File: config.mk
export PLATFORM = sky130hd
export DESIGN_NAME = mod_segment_serializer
export DESIGN_NICKNAME = d
export VERILOG_FILES = /design/src/rtl/mod_pipe_pkg.sv /design/src/rtl/seg_fifo.sv /design/src/rtl/mod_segment_serializer.sv
export SDC_FILE = /design/constraint.sdc
export NUM_CORES = 1
export LEC_CHECK = 0
export BUFFER_PORTS_ARGS = -buffer_cell sky130_fd_sc_hd__buf_2
export CORE_UTILIZATION = 25
export DETAILED_ROUTE_END_ITERATION = 12
export PLACE_DENSITY = 0.49
export SLEW_MARGIN = 20
export SYNTH_ARGS = -nofsm -noshare
export SYNTH_HDL_FRONTEND = slang
export SYNTH_SLANG_ARGS = --single-unit
File: constraint.sdc
create_clock -name clk -period 4.91 [get_ports clk]
set_input_delay 0.2455 -clock clk [delete_from_list [all_inputs] [get_ports clk]]
set_output_delay 0.2455 -clock clk [all_outputs]
set_load 0.03 [all_outputs]
File: src/rtl/mod_pipe_pkg.sv
// Shared types for the modulation pipe stages.
// Segment word type and the serializer state encoding.
package mod_pipe_pkg;

  localparam int SEG_W = 32;

  typedef logic [SEG_W-1:0] seg_t;

  typedef enum logic [1:0] {
    IDLE,
    RUN,
    DRAIN,
    DONE
  } state_t;

endpackage

File: src/rtl/seg_fifo.sv
// Synchronous segment FIFO with registered head word.
// rdata always holds the oldest stored word, or the last one popped.
module seg_fifo #(
  parameter int DATA_W = 32,
  parameter int DEPTH  = 8,
  localparam int AW    = $clog2(DEPTH)
) (
  input  logic              clk,
  input  logic              reset,
  input  logic              push,
  input  logic [DATA_W-1:0] wdata,
  input  logic              pop,
  output logic [DATA_W-1:0] rdata,
  output logic              full,
  output logic              empty,
  output logic [AW:0]       count
);

  logic [DATA_W-1:0] mem [DEPTH];
  logic [AW-1:0]     wr_ptr;
  logic [AW-1:0]     rd_ptr;
  logic [AW-1:0]     rd_nxt;
  logic              do_push;
  logic              do_pop;
  logic              to_head;

  assign full    = (count == (AW+1)'(DEPTH));
  assign empty   = (count == '0);
  assign do_push = push && !full;
  assign do_pop  = pop && !empty;
  assign rd_nxt  = rd_ptr + AW'(1);

  // a pushed word becomes the head when nothing older survives the cycle
  assign to_head = do_push &&
    (empty || (do_pop && count == (AW+1)'(1)));

  // storage array, written only on an accepted push
  always_ff @(posedge clk) begin
    if (do_push) begin
      mem[wr_ptr] <= wdata;
    end
  end

  // pointers, occupancy and registered head word
  always_ff @(posedge clk) begin
    if (!reset) begin
      wr_ptr <= '0;
      rd_ptr <= '0;
      count  <= '0;
      rdata  <= '0;
    end else begin
      if (do_push) begin
        wr_ptr <= wr_ptr + AW'(1);
      end
      if (do_pop) begin
        rd_ptr <= rd_nxt;
      end
      unique case ({do_push, do_pop})
        2'b10:   count <= count + (AW+1)'(1);
        2'b01:   count <= count - (AW+1)'(1);
        default: count <= count;
      endcase
      if (to_head) begin
        rdata <= wdata;
      end else if (do_pop && count > (AW+1)'(1)) begin
        rdata <= mem[rd_nxt];
      end
    end
  end

endmodule

File: src/rtl/mod_segment_serializer.sv
// Collects per-bit segment words and streams one frame out.
// FSM, frame counters and handshake glue around seg_fifo.
module mod_segment_serializer
  import mod_pipe_pkg::*;
#(
  parameter int DATA_W    = SEG_W,
  parameter int DEPTH     = 8,
  parameter int FRAME_LEN = 16
) (
  input  logic              clk,
  input  logic              reset,
  input  logic              start,
  input  logic              seg_valid,
  input  logic [DATA_W-1:0] segment,
  output logic              seg_ready,
  output logic [DATA_W-1:0] out_data,
  output logic              out_valid,
  input  logic              out_ready,
  output logic              out_last,
  output logic              valid,
  output logic              busy
);

  localparam int AW = $clog2(DEPTH);
  localparam int CW = $clog2(FRAME_LEN + 1);

  state_t        state_q;
  state_t        state_d;
  logic [CW-1:0] in_cnt;
  logic [CW-1:0] out_cnt;
  logic [AW:0]   fifo_count;
  logic          fifo_full;
  logic          fifo_empty;
  logic          running;
  logic          push;
  logic          pop;
  logic          in_last;

  assign running   = (state_q == RUN) || (state_q == DRAIN);
  assign seg_ready = (state_q == RUN) &&
                     (fifo_count < (AW+1)'(DEPTH));
  assign out_valid = running && !fifo_empty;
  assign pop       = out_valid && out_ready;
  assign push      = seg_valid && seg_ready &&
                     !(fifo_full && pop);
  assign out_last  = out_valid &&
                     (out_cnt == CW'(FRAME_LEN - 1));
  assign in_last   = (in_cnt == CW'(FRAME_LEN - 1));
  assign valid     = (state_q == DONE);
  assign busy      = (state_q != IDLE);

  seg_fifo #(
    .DATA_W (DATA_W),
    .DEPTH  (DEPTH)
  ) u_fifo (
    .clk   (clk),
    .reset (reset),
    .push  (push),
    .wdata (segment),
    .pop   (pop),
    .rdata (out_data),
    .full  (fifo_full),
    .empty (fifo_empty),
    .count (fifo_count)
  );

  // state register
  always_ff @(posedge clk) begin
    if (!reset) begin
      state_q <= IDLE;
    end else begin
      state_q <= state_d;
    end
  end

  // next state: frame end on the last pop wins over fill complete
  always_comb begin
    state_d = state_q;
    unique case (state_q)
      IDLE: begin
        if (start) begin
          state_d = RUN;
        end
      end
      RUN: begin
        if (pop && out_last) begin
          state_d = DONE;
        end else if (push && in_last) begin
          state_d = DRAIN;
        end
      end
      DRAIN: begin
        if (pop && out_last) begin
          state_d = DONE;
        end
      end
      DONE: begin
        state_d = IDLE;
      end
      default: begin
        state_d = IDLE;
      end
    endcase
  end

  // frame in/out counters, cleared only by an honoured start
  always_ff @(posedge clk) begin
    if (!reset) begin
      in_cnt  <= '0;
      out_cnt <= '0;
    end else if (state_q == IDLE && start) begin
      in_cnt  <= '0;
      out_cnt <= '0;
    end else begin
      if (push) begin
        in_cnt <= in_cnt + CW'(1);
      end
      if (pop) begin
        out_cnt <= out_cnt + CW'(1);
      end
    end
  end

endmodule

# Word-level counts from Yosys, hierarchy flattened
# Memory sizes are Yosys's and may differ from the RTL's.
# Index checks and enable logic that the tools add are counted.
# op_classes
addsub,6
magnitude_cmp,2
n_eq_ne,12
mux,10
bitwise_logic,1
n_reduce_logical,27
# ops
op,count
32-bit two-way mux,2
1-bit logical AND,15
5-bit by 1-bit adder with 5-bit output (second input constant),2
5-bit by 4-bit equality test with 1-bit output (second input constant),2
2-bit two-way mux,4
2-bit case mux with 4 select lines,1
4-bit case mux with 2 select lines,1
3-bit by 1-bit adder with 3-bit output (second input constant),2
2-bit equality test (second input constant),3
2-bit nonzero test,3
4-bit by 1-bit adder with 4-bit output (second input constant),1
2-bit by 1-bit equality test with 1-bit output (second input constant),2
4-bit by 1-bit equality test with 1-bit output (second input constant),1
4-bit equality test (second input constant),1
4-bit by 1-bit > comparator with 1-bit output (second input constant),1
4-bit logical NOT,1
4-bit less-than comparator (second input constant),1
4-bit by 1-bit subtractor with 4-bit output (second input constant),1
1-bit logical NOT,3
3-bit by 1-bit inequality test with 1-bit output (second input constant),1
3-bit AND reduction,1
2-bit logical NOT,1
1-bit logical OR,2
1-bit two-way mux,2
other kinds (4),4
# word_totals
ff_bits,54
mem_bits_rw,256
out_inout_bits,37
wordCells,66
memories,1
# mem_list
memory,words,word_bits,read_ports,rd_ports_with_merged_regs,wr,line,rtl
u_fifo.mem,8,32,1,0,1,seg_fifo.sv:19,logic [DATA_W-1:0] mem [DEPTH];

# Logic depth before layout (Yosys ltp)
# depth
ltp_word,11
mapped_depth,11
ltp_nobuf,9

# Cells and area by module
# Synthesis repeated with hierarchy kept, for this count alone.
# unflattened
cells_unflattened,774
hier_area_um2,12244.2
# modules_own_cells
mod,instances,cells_per_inst,area_each_um2,seq_area_each_um2
seg_fifo,1,696,11522.3,8528.2
mod_segment_serializer,1,78,721.9,240.2

# Worst setup path after synthesis
# Ideal clock, no wire load.
# synth_path
path_kind,register to register
start,register state_q[1]
end,memory u_fifo.mem[0][0] (enable)
setup_ns,0.501
t_arrival_ns,4.025
path_slack_ns,0.384
stages_incl_launch_ff,7
period_less_slack_ns,4.526
cell_sequence,dfxtp_1 > inv_1 > ha_1 > and3b_1 > buf_6 > inv_6 > nor4_1
# synth_between
elab_chain_cells,10
elab_cells_between_ends,13
# synth_rtl
item,line,rtl
from (decl),mod_segment_serializer.sv:27,state_t state_q;
from (signal assigned),mod_segment_serializer.sv:72,state_q <= state_d;
2-bit by 1-bit equality test with 1-bit output / 2-bit equality test (equally long branches),"mod_segment_serializer.sv:39, mod_segment_serializer.sv:40",
1-bit logical OR,mod_segment_serializer.sv:39,assign running = (state_q == RUN) || (state_q == DRAIN);
1-bit logical AND,mod_segment_serializer.sv:42,assign out_valid = running && !fifo_empty;
1-bit logical AND,mod_segment_serializer.sv:43,assign pop = out_valid && out_ready;
1-bit logical AND,mod_segment_serializer.sv:45,!(fifo_full && pop);
1-bit logical NOT,mod_segment_serializer.sv:45,
1-bit logical AND *,mod_segment_serializer.sv:44,assign push = seg_valid && seg_ready &&
1-bit logical AND *,seg_fifo.sv:29,assign do_push = push && !full;
1-bit two-way mux *,seg_fifo.sv:39,if (do_push) begin
1-bit two-way mux (not written as such) *,seg_fifo.sv:40,mem[wr_ptr] <= wdata;
to (decl),seg_fifo.sv:19,
# Mark *: on every way between the ends. The rest lies on a longest branch, timed or not.

# Worst setup path in the final report
# layout_path
start,register state_q[0]
end,register u_fifo.count[3]
# layout_between
elab_chain_cells,10
elab_cells_between_ends,16
# layout_rtl
item,line,rtl
2-bit by 1-bit equality test with 1-bit output / 2-bit equality test (equally long branches),"mod_segment_serializer.sv:39, mod_segment_serializer.sv:40",
1-bit logical OR,mod_segment_serializer.sv:39,
1-bit logical AND,mod_segment_serializer.sv:42,
1-bit logical AND,mod_segment_serializer.sv:43,
1-bit logical AND,mod_segment_serializer.sv:45,
1-bit logical NOT,mod_segment_serializer.sv:45,
1-bit logical AND,mod_segment_serializer.sv:44,
1-bit logical AND,seg_fifo.sv:29,
2-bit by 1-bit equality test with 1-bit output / 2-bit equality test (equally long branches),seg_fifo.sv:58,"unique case ({do_push, do_pop})"
4-bit case mux with 2 select lines / 2-bit nonzero test (equally long branches),-,
to (signal assigned),seg_fifo.sv:59,2'b10: count <= count + (AW+1)'(1);
to (signal assigned),seg_fifo.sv:60,2'b01: count <= count - (AW+1)'(1);
to (signal assigned),seg_fifo.sv:61,default: count <= count;
to (decl),seg_fifo.sv:16,output logic [AW:0] count
# Several ways; a longest one is shown, not always the timed one.
# A chain may end at the register's enable or synchronous reset.

==> impl_metrics.tcl <==
set metrics [dict create \
    rr_worst_depth 9 \
    yosysUniqueCellTypes 47 \
    utilization 0.2993 \
    worst-path-max-fanout 8 \
    netlist.area_leader.share 0.6324 \
    synth_ff_type "edfxtp_1" \
    netlist_instances 683 \
    synth_edf_count 256 \
    ys_seq_area_frac 0.7213 \
    antenna_found_initial 4 \
    setup_viol 0 \
    n_antenna_cell 0 \
    synth_area_sq_um 12160 \
    drt_iter0_drc 624 \
    max_cap_violations 0 \
    insertion_delay_ns 0.52 \
    grt_pass1_vias 6731 \
    port_buffers 73 \
    r2r_slack_ns 1.94 \
    timing.final.crit_share 0.6046 \
    worst_slew_pin_slew_ns 0.8621 \
    syn_area_per_cell_sq_um 17.80 \
    place_congestion 0.6900 \
    arrival_ns 3.37 \
    first_pass_iters 5 \
    critPathRequiredTime_ns 5.31 \
    hold-path-cell-count 1 \
    cts_root_buf "clkbuf_16" \
    die_area_sq_um 49510 \
    vias_per_cell 4.598 \
    cts_setup_buffers 0 \
    min_path_type "in -> reg" \
    grt_pass1_wl_mm 44.02 \
    irDropWorstVdd_mv 0.1597 \
    ys_ff_latch 310 \
    hold_viol 0 \
    fmax_mhz 336.9 \
    cts_inserted_buffers 34 \
    fin_crit_ns 2.969 \
    cts_resized 0 \
    dp.final_hpwl_mm 16.44 \
    fp-row-count 80 \
    clkTransAtPathRegs_ns 0.06 \
    htree_levels 2 \
    crit_path_start_kind "register" \
    maxSlewViolCount 0 \
    yosysWarnings 0 \
    grt_max_degree 55 \
    power_leakage_nw 4.589 \
    nets 825 \
    start_util 0.2541 \
    grt_util_all_layers 0.1193 \
    die_w_um 222.5 \
    path_class "reg -> reg" \
    crit_path_end_kind "register" \
    clk_path_buf_depth 3 \
    via_count 6497 \
    hold_buffers 0 \
    power_density_nw_per_um2 450.3 \
    finClkSkew_ns 0.02227 \
    syn_nets 735 \
    cts_tree "yes" \
    multi_input_area_sq_um 3182 \
    ant_nets 0 \
    drive_gt1_frac 0.2857 \
    synthTopCellsByArea "edfxtp_1 63%, mux4_2 12%, dfxtp_1 8.9%, ha_1 1.5%, nand2_1 1.3%" \
    finalWirelength_mm 29.18 \
    io_pins 74 \
    async_reset_ff_frac 0 \
    grt-ovfl-total 0 \
    fin_tns_setup_ns 0 \
    relSlewSlack 0.4239 \
    num-fill-cells 4671 \
    numClockSinks 310 \
    drcViolationCount 0 \
    yosys.area.top_type "edfxtp_1" \
    regArea_sq_um 8770 \
    area_growth_pct 17.81 \
    wl_per_cell_um 20.65 \
    die_h_um 222.5 \
    rsz0062_at_grt "false" \
    core_area_sq_um 47850 \
    status "completed" \
]
==> layout by cell type (no fill, tap or decap), types with 4 or more instances in the layout <==
cell type	n
clkinv_1	4
xnor2_1	9
nand3_1	22
mux2i_1	4
mux4_2	64
nand2_1	41
edfxtp_1	256
o211ai_1	18
o22ai_1	18
o21ai_0	5
nor2_1	10
buf_4	20
dfxtp_1	53
nor3_2	4
and2_1	10
clkbuf_16	35
clkinv_2	7
inv_1	8
ha_1	14
nor3_1	14
and3_1	4
clkbuf_1	11
xor2_1	5
o21ai_1	27
buf_2	73
a311oi_1	14
==> worst max-delay path, cell delays in order, from the launching register on <==
cell and delay (ns):
dfxtp_1 0.41, inv_1 0.11, ha_1 0.35, and2_1 0.32, and2_1 0.37, ha_1 0.30, or4b_2 0.59, a21oi_1 0.19
xor2_1 0.08, and2_1 0.15
==> cell families (layout without fill, tap and decap cells) <==
group                    after synthesis  in the layout  share of synthesized area
flip-flops                           310            310                     0.7213
AND/OR/NAND/NOR                      125            125                    0.05116
AO/OA/AOI/OAI                         99             99                    0.05486
multiplexers                          69             69                     0.1228
buffers and inverters                 50            165                    0.02367
adder cells (fa/ha/maj)               15             15                    0.01544
XOR/XNOR                              15             15                    0.01081
==> registers in the layout, indices dropped and copies added, names as in the netlist <==
signal / flops
in_cnt: 5
u_fifo.count: 4
u_fifo.rd_ptr: 3
out_cnt: 5
u_fifo.mem: 256
u_fifo.rdata: 32
u_fifo.wr_ptr: 3
state_q: 2
==> cell usage after synthesis (2+ instances only) <==
cell type / number
buf_6: 7
nor3_1: 18
o21ai_0: 5
a21boi_0: 3
inv_1: 8
xor2_1: 6
a21oi_1: 3
a311oi_1: 14
and2_1: 10
mux4_2: 64
dfxtp_1: 54
nand3b_1: 2
xnor2_1: 9
o211ai_1: 18
o22ai_1: 18
o21ai_2: 3
nand3_1: 22
nor2_1: 13
mux2i_1: 4
or3_1: 2
nand2b_1: 3
buf_2: 16
nand2_1: 41
clkbuf_1: 12
and3_1: 4
o21ai_1: 27
a211oi_1: 2
o211ai_2: 2
edfxtp_1: 256
buf_4: 6
ha_1: 15
==> final timing paths <==
kind                                         startpoint                            to
worst min-delay path                         segment[4]    u_fifo.mem[7][4]$_DFFE_PP_
worst max-delay path            state_q[0]$_SDFFE_PN0P_  u_fifo.count[3]$_SDFFE_PN0P_
worst min register to register   in_cnt[1]$_SDFFE_PP0P_        in_cnt[1]$_SDFFE_PP0P_
worst max register to register  state_q[0]$_SDFFE_PN0P_  u_fifo.count[3]$_SDFFE_PN0P_
==> report_power, final <==
part	internal (mW)	switching (mW)
Clock	1.33	1.00
Combinational	0.369	0.660
Sequential	3.00	0.0851
==> stage by stage <==
step | instance area [sq um] | hold slack, ns | std cells | worst slack [ns] | total power, mW
global placement | 13300 | 0.4770 | 1351 | 1.947 | 4.182
detailed placement | 13300 | 0.4769 | 1351 | 1.919 | 4.188
floorplan | 12160 | 0.3444 | 683 | 0.3835 | 3.863
finish | 14320 | 0.02272 | 1413 | 1.941 | 6.449
CTS | 14300 | 0.004550 | 1412 | 1.903 | 6.536
global route | 14320 | 0.02492 | 1413 | 1.739 | 6.727
==> per-layer routing <==
metal  up-vias  track usage  routed length, um
met5         -            0                 53
met4         8      0.03270                512
met3        44      0.03174               1910
met2       188       0.1950              13990
met1      3338       0.1556              12710
li1       2919            -                  -
==> cell type report <==
class,instances,area share
flip-flops and latches,310,0.6124
multi-input cells,323,0.2222
clock buffers,47,0.06500
well taps,615,0.05373
repair buffers,95,0.03879
clock inverters,14,0.005242
inverters,9,0.002708
Power figures use the tool's default switching activity.
